File: config.mk
export PLATFORM = sky130hd
export DESIGN_NAME = adder_cla
export DESIGN_NICKNAME = d
export VERILOG_FILES = /design/src/rtl/adder_cla.sv
export SDC_FILE = /design/constraint.sdc
export NUM_CORES = 1
export LEC_CHECK = 0
export BUFFER_PORTS_ARGS = -buffer_cell sky130_fd_sc_hd__buf_4
export CAP_MARGIN = 20
export CORE_UTILIZATION = 47
export DETAILED_ROUTE_END_ITERATION = 16
export GPL_ROUTABILITY_DRIVEN = 0
export PLACE_DENSITY = 0.87
export SLEW_MARGIN = 20
export SYNTH_ARGS = -nofsm -noshare
export SYNTH_HDL_FRONTEND = slang
export SYNTH_SLANG_ARGS = --single-unit
File: constraint.sdc
create_clock -name vclk -period 6.1
set_clock_uncertainty 0.15 [all_clocks]
set_input_delay 0.61 -clock vclk [all_inputs]
set_output_delay 0.61 -clock vclk [all_outputs]
set_load 0.02 [all_outputs]
File: src/rtl/adder_cla.sv
// adder_cla: two-level carry-lookahead adder, o_s/o_c = i_a + i_b + i_c (mod 2^NBIT).
// Latency: combinational (0 cycles); 1 cycle when ADDER_CLA_OREG_EN is defined.
// Backpressure: none; a new operand pair may be presented every cycle.
module adder_cla #(
  parameter int NBIT = 32,
  parameter int BLK  = 4
) (
  input  logic            i_clk,
  input  logic            i_rstn,
  input  logic [NBIT-1:0] i_a,
  input  logic [NBIT-1:0] i_b,
  input  logic            i_c,
  output logic [NBIT-1:0] o_s,
  output logic            o_c
);

  // Number of 4-bit blocks and of super-groups (4 blocks each, last one may be partial).
  localparam int NB  = NBIT / BLK;
  localparam int NSG = (NB + 3) / 4;

  logic [NBIT-1:0]  g, p, c;
  // Block-level group generate/propagate, padded to whole super-groups with G=0, P=0.
  logic [NSG*4-1:0] bg, bp;
  // Block carry-ins; padded entries beyond NB are never consumed.
  logic [NSG*4-1:0] bc;
  // Super-group generate/propagate and super-group carry-ins.
  logic [NSG-1:0]   sg, sp, sc;
  logic [NBIT-1:0]  sum_c;
  logic             carry_c;

  // Bit-level generate/propagate.
  always_comb begin
    g = i_a & i_b;
    p = i_a ^ i_b;
  end

  // First level: group G/P per 4-bit block, flattened so no block ripples internally.
  always_comb begin
    bg = '0;
    bp = '0;
    for (int k = 0; k < NB; k++) begin
      bg[k] = g[4*k+3]
            | (p[4*k+3] & g[4*k+2])
            | (p[4*k+3] & p[4*k+2] & g[4*k+1])
            | (p[4*k+3] & p[4*k+2] & p[4*k+1] & g[4*k]);
      bp[k] = p[4*k+3] & p[4*k+2] & p[4*k+1] & p[4*k];
    end
  end

  // Second level: super-group G/P, super carries chained from i_c, then block carry-ins.
  always_comb begin
    sg = '0;
    sp = '0;
    sc = '0;
    bc = '0;
    for (int j = 0; j < NSG; j++) begin
      sg[j] = bg[4*j+3]
            | (bp[4*j+3] & bg[4*j+2])
            | (bp[4*j+3] & bp[4*j+2] & bg[4*j+1])
            | (bp[4*j+3] & bp[4*j+2] & bp[4*j+1] & bg[4*j]);
      sp[j] = bp[4*j+3] & bp[4*j+2] & bp[4*j+1] & bp[4*j];
    end
    sc[0] = i_c;
    for (int j = 1; j < NSG; j++) begin
      sc[j] = sg[j-1] | (sp[j-1] & sc[j-1]);
    end
    for (int j = 0; j < NSG; j++) begin
      bc[4*j]   = sc[j];
      bc[4*j+1] = bg[4*j] | (bp[4*j] & sc[j]);
      bc[4*j+2] = bg[4*j+1] | (bp[4*j+1] & bg[4*j])
                | (bp[4*j+1] & bp[4*j] & sc[j]);
      bc[4*j+3] = bg[4*j+2] | (bp[4*j+2] & bg[4*j+1])
                | (bp[4*j+2] & bp[4*j+1] & bg[4*j])
                | (bp[4*j+2] & bp[4*j+1] & bp[4*j] & sc[j]);
    end
  end

  // In-block carries from the block carry-in, then sum bits and carry-out of the top block.
  always_comb begin
    c = '0;
    for (int k = 0; k < NB; k++) begin
      c[4*k]   = bc[k];
      c[4*k+1] = g[4*k] | (p[4*k] & bc[k]);
      c[4*k+2] = g[4*k+1] | (p[4*k+1] & g[4*k]) | (p[4*k+1] & p[4*k] & bc[k]);
      c[4*k+3] = g[4*k+2] | (p[4*k+2] & g[4*k+1])
               | (p[4*k+2] & p[4*k+1] & g[4*k])
               | (p[4*k+2] & p[4*k+1] & p[4*k] & bc[k]);
    end
    sum_c   = p ^ c;
    carry_c = bg[NB-1] | (bp[NB-1] & bc[NB-1]);
  end

`ifdef ADDER_CLA_OREG_EN
  // Output register; reset clears immediately and drops any in-flight result.
  always_ff @(posedge i_clk or negedge i_rstn) begin
    if (!i_rstn) begin
      o_s <= '0;
      o_c <= 1'b0;
    end else begin
      o_s <= sum_c;
      o_c <= carry_c;
    end
  end

  logic unused_sig;
  assign unused_sig = ^{sg[NSG-1], sp[NSG-1], bc};
`else
  // Combinational build: clock and reset are present only for a uniform interface.
  assign o_s = sum_c;
  assign o_c = carry_c;

  logic unused_sig;
  assign unused_sig = ^{i_clk, i_rstn, sg[NSG-1], sp[NSG-1], bc};
`endif

endmodule

==> run metrics <==
number of global-route vias before repair 1462; antenna violations before repair 0; GRT Overall Usage 0.2213; routed len/inst around 12 um; Avg Cell Area, Syn approximately 8.5 um2; CP Launch Type primary input; Comb power frac 1.000; DRT antenna net count 0; Seq Cell Count 0; Initial DRC Count 31; Seq pwr share 0; proportion of layout cells with a drive suffix above 1 0.4093; Pleak 1.135 nW; Worst Hold Class primary input to primary output; dpl cells 290; DR vias/cell 5.403; Pre-antenna DRT Iters 4; design area 2136 um2; critical-path maximum fanout 7; hold_sp i_b[4]; Core Area approximately 2800 um2; Max Cap Viol 0; Mapped Area 1361 um2; DRC 0; Ports 100; fin crit period 3.991 ns; HPWL after detailed placement ~3300 um; Final Power 0.0003071 W; IO Port Bufs between 90 and 100; setup_tns 0 ns; Ys Warns 0; first-pass GRT wire length 5865 um; Worst Max-Slew Pin Slew 0.3201 ns; PwrDens 143.8 nW/um2; setup violators final 0; Worst Path Arrival 3.23 ns; register area 0 um2; PostCTS Resize Cnt 0; syn nets 268; Synth area leader ha_1; status complete, no violations; Final Cycle Share 0.6543; Distinct cells, synth 35; Initial Utilization 0.4936; Slew HR 0.7856; register area share after synthesis 0; global route overflow 0; area post-placement ~2100 um2; post-synth top area share 0.2941; worst vdd ir 0.1222 mV; largest net degree at the start of global routing 8; diode count 0; Die Area 3116 um2; Die Y-Extent 55.82 um; Worst Path Required 5.34 ns; crit end category primary output; clk_buf instances 0; RSZ-0062 raised after global routing false; Fin. Hold Viols 0; worst hold endpoint o_s[4]; gate count after technology mapping 161; row count 19; FMAX 250.6 MHz; net switching power figure 0.0001594 W; Hold Crit Depth 3; area grow syn2layout 56.89%; top post-synthesis cells by area ha_1, fa_1, xor2_1, xnor2_1, a21oi_1; WL final between 3000 and 4000 um; Vias approximately 1600; setup bufs post-CTS 0; fin nets between 300 and 400; Layout Utilization 0.7745; pins over their slew limit 0; Setup CP Type primary input to primary output; die width about 56 um; Post-CTS Hold Buffers 0; Clk network pwr share 0; Sw Ratio 0.5191; Non-Filler Instances 290; internal power roughly 0.00015 W
[logic make-up (layout without fill, tap and decap cells)]
| group | after synthesis | count (layout) | share of synthesized area |
|---|---|---|---|
| simple gates | 40 | 40 | 0.1517 |
| xor+xnor | 22 | 22 | 0.1415 |
| compound gates | 49 | 49 | 0.2675 |
| buf+inv | 10 | 108 | 0.02758 |
| fa+ha+maj | 40 | 40 | 0.4118 |
[cell usage after synthesis (2+ instances only)]
| master | instances |
|---|---|
| a311o_1 | 3 |
| nand2b_1 | 2 |
| inv_1 | 10 |
| o21ai_0 | 5 |
| nand3_1 | 4 |
| fa_1 | 8 |
| ha_1 | 32 |
| nor2b_1 | 5 |
| or3_1 | 2 |
| a21oi_2 | 3 |
| nand2_1 | 10 |
| o21ai_1 | 2 |
| nand4_1 | 3 |
| nor3_1 | 3 |
| xnor2_1 | 10 |
| o21bai_1 | 2 |
| nor2_1 | 8 |
| a21o_1 | 7 |
| o21ba_1 | 2 |
| a21oi_1 | 13 |
| xor2_1 | 12 |
| o211ai_1 | 2 |
[power by group through the flow]
| stage | Sequential [W] | Combinational [W] | Clock [W] |
|---|---|---|---|
| final | 0 | 0.000307 | 0 |
| after detailed placement | 0 | 0.000308 | 0 |
| after floorplan | 0 | 0.000186 | 0 |
| after global placement | 0 | 0.000303 | 0 |
| after global routing | 0 | 0.000332 | 0 |
| after CTS | 0 | 0.000309 | 0 |
[worst max-delay path, stage by stage]
cell,delay (ns)
buf_4,0.11
ha_1,0.35
a21o_1,0.18
a21o_1,0.19
a21oi_2,0.14
nand4b_2,0.19
o22a_4,0.33
a311oi_2,0.33
inv_1,0.09
fa_1,0.38
xor2_1,0.17
buf_4,0.16
[routing by layer]
metal	vias up	routed length [um]	GRT usage
met5	-	0	0
met4	0	40	0.01045
met3	6	180	0.01163
met2	63	1894	0.4492
met1	704	1426	0.2655
li1	794	-	-
[cell usage in the layout (no fill, tap or decap), types with 2 or more instances in the layout]
cell,netlist,final
a21o_1,7,7
a21oi_1,13,13
a21oi_2,3,3
a311o_1,3,3
buf_4,0,98
fa_1,8,8
ha_1,32,32
inv_1,10,10
nand2_1,10,10
nand2b_1,2,2
nand3_1,4,4
nand4_1,3,3
nor2_1,8,8
nor2b_1,5,5
nor3_1,3,3
o211ai_1,2,2
o21ai_0,5,5
o21ai_1,2,2
o21ba_1,2,2
o21bai_1,2,2
or3_1,2,2
xnor2_1,10,10
xor2_1,12,12
[layout make-up]
| class | count | area (um2) |
|---|---|---|
| Multi-Input combinational cell | 151 | 1324 |
| Tap cell | 31 | 38.79 |
| Timing Repair Buffer | 98 | 735.7 |
| Inverter | 10 | 37.54 |
| Fill cell | 230 | 621.8 |
[stage by stage]
stage	setup slack (ns)	hold slack, ns
finish	2.109	1.444
global route	1.960	1.463
CTS	2.115	1.447
detailed placement	2.116	1.447
global placement	2.130	1.443
floorplan	2.368	1.326
[worst max path at each step]
stage                        from      end  slack (ns)  cells past startpoint
after global placement    i_a[13]  o_s[25]        2.13                     12
final                     i_a[13]  o_s[25]        2.11                     12
after detailed placement  i_a[11]  o_s[25]        2.12                     12
after CTS                 i_a[11]  o_s[25]        2.12                     12
after global routing       i_a[9]  o_s[25]        1.96                     12
after floorplan           i_a[13]  o_s[25]        2.37                     10
Power figures use the tool's default switching activity.
